[src/rtl/trng_pkg.sv]
// Shared definitions for the TRNG block: controller state encoding and the
// default modulus for 256-bit generation.
package trng_pkg;

    typedef enum logic [2:0] {
        ST_IDLE,
        ST_WARMUP,
        ST_COLLECT,
        ST_CHECK,
        ST_FAIL
    } trng_state_e;

    localparam logic [255:0] TRNG_P_DEFAULT =
        256'hffffffff00000001000000000000000000000000ffffffffffffffffffffffff;

endpackage : trng_pkg

[src/rtl/trng_rct.sv]
// Repetition-count health test: flags a run of LIMIT identical consecutive
// samples in the same cycle as the offending sample.
module trng_rct #(
    parameter int SAMP_W = 16,
    parameter int LIMIT  = 4
) (
    input  logic              clk,
    input  logic              rst,
    input  logic              clr_i,
    input  logic              valid_i,
    input  logic [SAMP_W-1:0] sample_i,
    output logic              fail_o
);

    localparam int RW = $clog2(LIMIT + 1);

    logic [SAMP_W-1:0] prev_q;
    logic [RW-1:0]     run_q, run_d;

    // NOTE: every signal assigned here gets a default first, otherwise the
    // untaken branches would infer latches.
    always_comb begin
        run_d  = run_q;
        fail_o = 1'b0;
        if (clr_i) begin
            run_d = '0;
        end else if (valid_i) begin
            // run_q == 0 means no sample seen since the last start
            if (run_q != '0 && sample_i == prev_q) begin
                run_d = (run_q == RW'(LIMIT)) ? run_q : run_q + RW'(1);
            end else begin
                run_d = RW'(1);
            end
            fail_o = (run_d == RW'(LIMIT));
        end
    end

    // NOTE: sequential state uses non-blocking assignments so every flop
    // samples the pre-edge values regardless of statement order.
    always_ff @(posedge clk) begin
        if (rst) begin
            run_q  <= '0;
            prev_q <= '0;
        end else begin
            run_q <= run_d;
            if (valid_i) prev_q <= sample_i;
        end
    end

endmodule : trng_rct

[src/rtl/trng_gen.sv]
// Rejection-sampling TRNG: warm-up discard, repetition-count health test,
// value < P enforcement and a word-addressed result memory for the bus.
module trng_gen
    import trng_pkg::*;
#(
    parameter int               OUT_W     = 256,
    parameter int               SAMP_W    = 16,
    parameter int               WORD_W    = 32,
    parameter logic [OUT_W-1:0] P         = OUT_W'(TRNG_P_DEFAULT),
    parameter int               DISCARD   = 4,
    parameter int               RCT_LIMIT = 4,
    parameter int               MAX_RETRY = 15,
    localparam int              NSAMP     = OUT_W / SAMP_W,
    localparam int              WORDS     = OUT_W / WORD_W,
    localparam int              AW        = (WORDS > 2) ? $clog2(WORDS) : 1
) (
    input  logic              clk,
    input  logic              rst,
    input  logic              en,
    input  logic [SAMP_W-1:0] samp_in,
    input  logic              samp_valid,
    output logic              samp_en,
    input  logic              rd_en,
    input  logic [AW-1:0]     addr,
    output logic [WORD_W-1:0] out,
    output logic              rdy,
    output logic              health_fail,
    input  logic              fail_clr,
    output logic [7:0]        reject_cnt
);

    localparam int CMAX = (DISCARD > NSAMP) ? DISCARD : NSAMP;
    localparam int CW   = $clog2(CMAX + 1);
    localparam int RTW  = $clog2(MAX_RETRY + 2);
    localparam logic [AW:0] WORDS_A = (AW + 1)'(WORDS);

    trng_state_e       state_q, state_d;
    logic [CW-1:0]     cnt_q, cnt_d, cnt_inc;
    logic [RTW-1:0]    retry_q, retry_d;
    logic [OUT_W-1:0]  shreg_q, shreg_d;
    logic [7:0]        rej_q, rej_d;
    logic              hf_q, hf_d;
    logic              rdy_q, samp_en_q;
    logic [WORD_W-1:0] out_q, rd_word;
    logic [WORD_W-1:0] mem_q [WORDS];
    logic              sampling, start, commit, rct_fail;

    assign sampling = (state_q == ST_WARMUP) || (state_q == ST_COLLECT);
    assign start    = (state_q == ST_IDLE) && en && !hf_q;
    assign cnt_inc  = cnt_q + CW'(1);

    trng_rct #(
        .SAMP_W (SAMP_W),
        .LIMIT  (RCT_LIMIT)
    ) u_rct (
        .clk      (clk),
        .rst      (rst),
        .clr_i    (start),
        .valid_i  (samp_valid && sampling),
        .sample_i (samp_in),
        .fail_o   (rct_fail)
    );

    always_comb begin
        state_d = state_q;
        cnt_d   = cnt_q;
        retry_d = retry_q;
        shreg_d = shreg_q;
        rej_d   = rej_q;
        hf_d    = hf_q;
        commit  = 1'b0;
        case (state_q)
            ST_IDLE: begin
                if (start) begin
                    cnt_d   = '0;
                    retry_d = '0;
                    state_d = (DISCARD == 0) ? ST_COLLECT : ST_WARMUP;
                end
            end
            ST_WARMUP: begin
                if (samp_valid) begin
                    if (cnt_inc == CW'(DISCARD)) begin
                        cnt_d   = '0;
                        state_d = ST_COLLECT;
                    end else begin
                        cnt_d = cnt_inc;
                    end
                end
            end
            ST_COLLECT: begin
                if (samp_valid) begin
                    // first sample of a value ends up in the MSBs
                    shreg_d = {shreg_q[OUT_W-SAMP_W-1:0], samp_in};
                    if (cnt_inc == CW'(NSAMP)) begin
                        cnt_d   = '0;
                        state_d = ST_CHECK;
                    end else begin
                        cnt_d = cnt_inc;
                    end
                end
            end
            ST_CHECK: begin
                if (shreg_q < P) begin
                    commit  = 1'b1;
                    state_d = ST_IDLE;
                end else begin
                    if (rej_q != 8'hff) rej_d = rej_q + 8'd1;
                    retry_d = retry_q + RTW'(1);
                    state_d = (retry_d > RTW'(MAX_RETRY)) ? ST_FAIL : ST_COLLECT;
                end
            end
            ST_FAIL: begin
                if (fail_clr) begin
                    state_d = ST_IDLE;
                    hf_d    = 1'b0;
                end else begin
                    hf_d = 1'b1;
                end
            end
            default: state_d = ST_IDLE;
        endcase
        if (rct_fail) state_d = ST_FAIL;
    end

    always_comb begin
        rd_word = '0;
        if ({1'b0, addr} < WORDS_A) rd_word = mem_q[addr];
    end

    always_ff @(posedge clk) begin
        if (rst) begin
            state_q   <= ST_IDLE;
            cnt_q     <= '0;
            retry_q   <= '0;
            shreg_q   <= '0;
            rej_q     <= '0;
            hf_q      <= 1'b0;
            rdy_q     <= 1'b1;
            samp_en_q <= 1'b0;
            out_q     <= '0;
            // NOTE: the result memory is reset word by word because a reset
            // must leave no trace of a previously generated secret.
            for (int i = 0; i < WORDS; i++) mem_q[i] <= '0;
        end else begin
            state_q   <= state_d;
            cnt_q     <= cnt_d;
            retry_q   <= retry_d;
            shreg_q   <= shreg_d;
            rej_q     <= rej_d;
            hf_q      <= hf_d;
            rdy_q     <= (state_d == ST_IDLE);
            samp_en_q <= (state_d == ST_WARMUP) || (state_d == ST_COLLECT);
            if (commit) begin
                for (int i = 0; i < WORDS; i++) mem_q[i] <= shreg_q[i*WORD_W +: WORD_W];
            end
            if (rd_en && rdy_q) out_q <= rd_word;
        end
    end

    assign samp_en     = samp_en_q;
    assign rdy         = rdy_q;
    assign health_fail = hf_q;
    assign reject_cnt  = rej_q;
    assign out         = out_q;

endmodule : trng_gen
[config.mk]
export PLATFORM = sky130hd
export DESIGN_NAME = trng_gen
export DESIGN_NICKNAME = d
export VERILOG_FILES = /design/src/rtl/trng_pkg.sv /design/src/rtl/trng_rct.sv /design/src/rtl/trng_gen.sv
export SDC_FILE = /design/constraint.sdc
export NUM_CORES = 1
export LEC_CHECK = 0
export ABC_CLOCK_PERIOD_IN_PS = 20300
export BUFFER_PORTS_ARGS = -buffer_cell sky130_fd_sc_hd__buf_4
export CAP_MARGIN = 0
export CORE_UTILIZATION = 35
export DETAILED_ROUTE_END_ITERATION = 6
export GPL_TIMING_DRIVEN = 0
export PLACE_DENSITY = 0.53
export SLEW_MARGIN = 10
export SYNTH_ARGS = -nofsm -noshare
export SYNTH_HDL_FRONTEND = slang
export SYNTH_SLANG_ARGS = --single-unit
[constraint.sdc]
create_clock -name clk -period 20.3 [get_ports clk]
set_clock_uncertainty 0.2 [all_clocks]
set_input_delay 4.06 -clock clk [delete_from_list [all_inputs] [get_ports clk]]
set_output_delay 4.06 -clock clk [all_outputs]
set_load 0.05 [all_outputs]
==> impl_metrics.py, run 1 <==
metrics = {
    "grt": {
        "grt_pass1_vias": 16870,
        "grt_overflow": 0,
        "grt_max_degree": 30,
        "grt.total_usage_pct": 23.3,
        "antenna_found_initial": 3,
        "grt_pass1_wl_mm": 117,
    },
    "worst_setup_path": {
        "max_stage_delay_ns": 0.92,
        "arrival_ns": 7.29,
        "crit_slowest_cell": "clkbuf_1",
        "crit_path_end_kind": "flip-flop",
        "cp_max_fo": 24,
        "crit_family": "buffers and inverters",
        "cp-start-kind": "primary input",
        "critPathKind": "primary input to flip-flop",
        "crit_buf_inv": 7,
        "path_cells": "clkbuf_1, clkbuf_1, inv_1, o21ai_4, buf_12, buf_16, buf_16, buf_12",
        "critPathRequiredTime_ns": 20.43,
    },
    "logic_synthesis": {
        "async_flop_share_pct": 0,
        "syn_inst": 2246,
        "synthMuxAreaShare_pct": 7.46,
        "synth_xor_area_share_pct": 0.590,
        "netlist_area_um2": 23800,
        "yosys-top-cells-area": "edfxtp_1, dfxtp_1, nand2_1, a21oi_1, mux4_2",
        "synth_edf_count": 256,
        "syn_nets": 2277,
        "synthTopCellsByCount": "nand2_1, dfxtp_1, a21oi_1",
        "yosysMostFrequentCell": "nand2_1",
        "yosysWarnings": 0,
        "synthFlopType": "dfxtp_1",
        "yosysTopAreaCell": "edfxtp_1",
        "yosysSeqAreaShare_pct": 60.2,
        "synth_top_area_share_pct": 32.4,
        "synth_top_family_by_area": "simple AND/OR/NAND/NOR gates",
        "synth_cell_types": 48,
        "synthSimpleGateAreaFrac_pct": 20.2,
        "synth_fa_ha_area_share_pct": 0.316,
        "synth.avg_cell_area_um2": 10.6,
        "synth_compound_area_share_pct": 8.49,
        "ys_seq_elements": 587,
    },
    "floorplan": {
        "die_width_um": 263,
        "rows": 95,
        "io_pins": 68,
        "die-area_um2": 68900,
        "start_util_pct": 35.4,
        "core_area_um2": 67200,
        "fp.dieH_um": 263,
    },
    "clock_tree": {
        "clock-sinks": 587,
        "cts_buffer_depth": 3,
        "path_clk_slew_ns": 0.06,
        "root_buffer": "clkbuf_16",
        "cts_setup_buffers": 0,
        "ctsHtreeMaxLevel": 2,
        "ctsHoldBuffers": 0,
        "numCtsBuffers": 60,
        "cts-resized-gates": 0,
        "insertion_delay_ns": 0.64,
        "cts_tree": "built",
    },
    "finish": {
        "drive_gt1_share_pct": 10.8,
        "syn2layout_area_growth_pct": 16.3,
        "final_cell_area_um2": 27600,
        "nets": 2413,
    },
    "detailed_routing": {
        "ant_nets": 0,
        "drt_iter0_markers": 1813,
        "vias_per_cell": 5.39,
        "num_vias": 17816,
        "drt-wirelength-per-cell_um": 24.6,
        "firstDrtPassIters": 6,
        "drc": 0,
        "wl_mm": 81.3,
    },
    "placed_design": {
        "dpl_cell_area_um2": 25600,
        "io_buffers": 63,
        "routabilityCongestion": 0.940,
        "dp_hpwl_mm": 62.3,
    },
    "sta": {
        "hold_violations": 0,
        "drv_slew": 0,
        "worst_pin_slew_ns": 1.22,
        "fmax_ghz": 0.140,
        "relSlewSlack_pct": 17.1,
        "min_period_over_period_pct": 35.3,
        "setup_viol": 0,
        "period_needed_ns": 7.17,
        "finalSetupTns_ns": 0,
        "rsz0062_at_grt": "false",
    },
    "run_status": {
        "status": "finished clean",
    },
    "power_and_ir_drop": {
        "pwr_density_cell_nw_per_um2": 92.7,
        "irDropWorstVdd_mv": 0.0655,
        "power_leakage_nw": 9.46,
    },
    "hold_path": {
        "hold_class": "flip-flop to flip-flop",
    },
    "job": {
        "maxCapViolCount": 0,
    },
}
[kinds of logic (layout without fill, tap and decap cells)]
group / after synthesis / count (layout)
muxes: 97 / 97
DFF: 587 / 587
AOI/OAI and AO/OA: 369 / 369
xor gates and xnor gates: 16 / 16
adders and majority gates: 6 / 6
buffers and inverters: 162 / 350
and+or+nand+nor: 1009 / 1009
other: 0 / 1
[sequential cells by signal, indices dropped and copies added (netlist names)]
name,count
shreg_q,256
u_rct.run_q,3
mem_q,256
out,32
samp_en,1
u_rct.prev_q,16
rdy,1
retry_q,5
reject_cnt,8
health_fail,1
state_q,3
cnt_q,5
[layout by cell type (no fill, tap or decap), drive strengths merged, types with 4 or more instances in the layout]
| master | instances |
|---|---|
| dfxtp | 331 |
| nand4 | 42 |
| a211oi | 36 |
| nor4 | 44 |
| and2 | 194 |
| bufinv | 5 |
| or4 | 4 |
| mux2i | 33 |
| nor3 | 8 |
| nor2b | 71 |
| or3 | 5 |
| and3 | 7 |
| xor2 | 11 |
| ha | 6 |
| clkbuf | 214 |
| o31ai | 5 |
| edfxtp | 256 |
| a21oi | 295 |
| o21ai | 12 |
| clkinv | 11 |
| nand2 | 556 |
| nand2b | 6 |
| buf | 108 |
| mux4 | 64 |
| nand3 | 16 |
| nor2 | 48 |
| inv | 12 |
| xnor2 | 5 |
[stage by stage]
| step | util [%] | instances | hold WS, ns | setup slack (ns) | power, mW |
|---|---|---|---|---|---|
| 2_1_floorplan | - | 2246 | 0.236 | 6.66 | 1.38 |
| 3_3_place_gp | 37.7 | 3182 | 0.250 | 0.604 | 1.45 |
| 3_5_place_dp | 38.1 | 3193 | 0.261 | 12.44 | 1.44 |
| 4_1_cts | 41.1 | 3307 | 0.269 | 13.10 | 2.58 |
| 5_1_grt | 41.1 | 3307 | 0.279 | 13.06 | 2.63 |
| 6_report | 41.2 | 3308 | 0.268 | 13.13 | 2.56 |
[power by group]
| part | leakage [nW] | internal, mW | switching, mW | total [mW] |
|---|---|---|---|---|
| Sequential | 5.32 | 1.26 | 0.0165 | 1.27 |
| Combinational | 3.13 | 0.0470 | 0.0945 | 0.141 |
| Clock | 1.01 | 0.672 | 0.475 | 1.15 |
| Total | 9.46 | 1.97 | 0.586 | 2.56 |
[final timing paths]
| path | to | startpoint | slack (ns) | depth (start not counted) |
|---|---|---|---|---|
| setup / recovery | mem_q[1][24]$_SDFFCE_PN0P_ | rst | 13.13 | 8 |
| hold / removal | u_rct.prev_q[15]$_SDFFE_PP0P_ | u_rct.prev_q[15]$_SDFFE_PP0P_ | 0.27 | 2 |
| hold reg to reg | u_rct.prev_q[15]$_SDFFE_PP0P_ | u_rct.prev_q[15]$_SDFFE_PP0P_ | 0.27 | 2 |
| setup reg to reg | mem_q[1][24]$_SDFFCE_PN0P_ | shreg_q[193]$_SDFFE_PP0P_ | 16.03 | 9 |
[layout make-up]
type                            count  area [um2]
Antenna cell                        1        2.50
Sequential cell                   587       14300
Clock buffer                       95        1810
Fill cell                        6396       39500
Clock inverter                     19         225
Tap cell                          873        1090
Timing Repair Buffer               74         738
Multi-Input combinational cell   1497        8810
Buffer                            153         616
Inverter                            9        33.8
[routing by layer]
layer	part of all wire [%]	GRT usage, %	vias up
met5	0	0	-
met4	3.5	8.04	0
li1	-	-	8146
met1	45	33.1	8858
met3	6.9	3.56	120
met2	44	36.0	692
[worst min-delay path, cell delays in order (launching register included)]
cell	delay, ns
dfxtp_1	0.32
nand2_1	0.05
a21oi_1	0.05
Power figures use the tool's default switching activity.
==> inputs of run 2 (changes only) <==
Settings changed: ABC_CLOCK_PERIOD_IN_PS 20300 to 6700, PLACE_DENSITY 0.53 to 0.51.
Clock period 20.3 ns to 6.7 ns, I/O delays scaled along.
==> run 2 against run 1 <==
Worst setup slack worse by 11 ns. Global-route usage increased by 0.51 points. Critical path depth stayed put. Sequential cell count did not move. Via count fell by 1.0%. Sequential power grew to 3.0 times the previous value. Sequential share of layout area fell by 0.40 points. Count of clock-buffer cells in the layout decreased by 3. Combinational power grew to 3.1 times the previous value. Non-clock buffer count did not move. Register-to-register slack worse by 14 ns.
==> impl_metrics.py, run 2 (synthesis results as in run 1) <==
metrics = {
    "worst_setup_path": {
        "cp_max_fo": 25,
        "critPathKind": "primary input to flip-flop",
        "crit_buf_inv": 7,
        "crit_family": "buffers and inverters",
        "crit_path_end_kind": "flip-flop",
        "crit_slowest_cell": "clkbuf_1",
        "max_stage_delay_ns": 0.80,
        "cp_common_cell": "buf_16",
        "critPathRequiredTime_ns": 6.81,
        "path_cells": "clkbuf_1, clkbuf_1, inv_1, o21ai_4, buf_12, buf_16, buf_16, buf_16",
        "cp-start-kind": "primary input",
        "arrival_ns": 4.46,
    },
    "finish": {
        "final_common_cell": "nand2_1",
        "syn2layout_area_growth_pct": 17.2,
        "drive_gt1_share_pct": 11.3,
        "layout_common_cells": "nand2_1, dfxtp_1, a21oi_1",
        "nets": 2420,
        "fill_cells": 6389,
    },
    "grt": {
        "grt_pass1_vias": 16639,
        "grt_pass1_wl_mm": 117,
        "grt_overflow": 0,
        "grt.total_usage_pct": 23.8,
        "antenna_found_initial": 0,
        "grt_max_degree": 28,
    },
    "run_status": {
        "status": "finished clean",
    },
    "clock_tree": {
        "cts_setup_buffers": 0,
        "path_clk_slew_ns": 0.06,
        "root_buffer": "clkbuf_16",
        "clock-sinks": 587,
        "numCtsBuffers": 67,
        "cts_tree": "built",
        "cts-resized-gates": 0,
        "ctsHoldBuffers": 0,
        "insertion_delay_ns": 0.61,
        "ctsHtreeMaxLevel": 3,
        "cts_buffer_depth": 3,
    },
    "floorplan": {
        "fp.dieH_um": 263,
        "die_width_um": 263,
        "die-area_um2": 68900,
        "core_area_um2": 67200,
        "rows": 95,
        "io_pins": 68,
        "start_util_pct": 35.4,
    },
    "detailed_routing": {
        "highest_layer": "met4",
        "vias_per_cell": 5.31,
        "drt-wirelength-per-cell_um": 24.8,
        "wl_met3_mm": 6.42,
        "met1_length_mm": 36.7,
        "num_vias": 17631,
        "ant_nets": 0,
        "wl_mm": 82.4,
        "drc": 0,
        "route.met2.wl_mm": 36.0,
        "drt_iter0_markers": 1741,
        "firstDrtPassIters": 5,
    },
    "sta": {
        "finalSetupTns_ns": 0,
        "setup_slack_ns": 2.34,
        "hold_violations": 0,
        "relSlewSlack_pct": 17.5,
        "setup_viol": 0,
        "drv_slew": 0,
        "rsz0062_at_grt": "false",
        "period_needed_ns": 4.36,
        "min_period_over_period_pct": 65.0,
        "hold_ws_ns": 0.255,
        "worst_pin_slew_ns": 1.24,
        "fmax_ghz": 0.230,
    },
    "placed_design": {
        "routabilityCongestion": 0.937,
        "dp_hpwl_mm": 62.9,
        "dp_slack_ns": 1.72,
        "io_buffers": 63,
    },
    "job": {
        "maxCapViolCount": 0,
    },
    "power_and_ir_drop": {
        "irDropWorstVdd_mv": 0.137,
        "power_leakage_nw": 9.57,
        "pwr_density_cell_nw_per_um2": 288,
    },
    "hold_path": {
        "hold_class": "flip-flop to flip-flop",
    },
}
## run 2: cell count changes in the layout (fill, tap and decap cells not counted), moves of 2 or more
cell	before	now
clkbuf_16	62	69
clkbuf_1	137	131
clkinv_2	8	14
inv_6	2	5
clkbuf_2	2	0
clkbuf_8	13	11
clkinv_1	3	5
## run 2: worst register-to-register path: stages (launching register included)
cell	delay, ns
dfxtp_1	0.48
nand4_1	0.36
nor4_1	0.81
and4_1	0.29
nand3_1	0.30
a21oi_1	0.42
o21ai_4	0.29
buf_12	0.27
buf_16	0.21
buf_16	0.18
buf_16	0.18
## run 2: path summary, 6_finish.rpt
check                                    start                            to  slack (ns)  depth (start not counted)
setup / recovery                           rst    mem_q[7][16]$_SDFFCE_PP0P_        2.34                          8
hold / removal    u_rct.prev_q[9]$_SDFFE_PP0P_  u_rct.prev_q[9]$_SDFFE_PP0P_        0.25                          2
setup reg to reg       shreg_q[2]$_SDFFE_PP0P_    mem_q[7][16]$_SDFFCE_PP0P_        2.46                         10
hold reg to reg   u_rct.prev_q[9]$_SDFFE_PP0P_  u_rct.prev_q[9]$_SDFFE_PP0P_        0.25                          2
## run 2: area by class of cell
class                           count  area (um2)  area share, %
Sequential cell                   587       14300           51.4
Clock inverter                     32         318           1.14
Multi-Input combinational cell   1497        8810           31.6
Timing Repair Buffer               74         746           2.68
Tap cell                          873        1090           3.92
Inverter                            9        33.8          0.121
Buffer                            153         616           2.21
Clock buffer                       92        1920           6.90
Antenna cell                        2        5.00         0.0180
## run 2: stage by stage
stage,utilization [%],instances,cell area (um2),power (mW)
after floorplan,-,2246,23800,4.17
after global placement,37.7,3182,25300,4.35
after detailed placement,38.1,3193,25600,4.36
after CTS,41.5,3317,27800,8.10
after global routing,41.5,3317,27800,8.26
final,41.5,3319,27900,8.04
## run 2: metal layers
| metal | up-vias | track usage, % |
|---|---|---|
| met5 | - | 0 |
| li1 | 8176 | - |
| met1 | 8671 | 33.2 |
| met2 | 660 | 35.6 |
| met3 | 124 | 4.99 |
| met4 | 0 | 10.1 |
## run 2: report_power, final
part / leakage (nW) / internal (mW) / switching [mW] / total, mW
logic: 3.13 / 0.143 / 0.288 / 0.431
registers: 5.32 / 3.80 / 0.0471 / 3.85
clock network: 1.11 / 2.22 / 1.54 / 3.75
total: 9.57 / 6.16 / 1.87 / 8.04
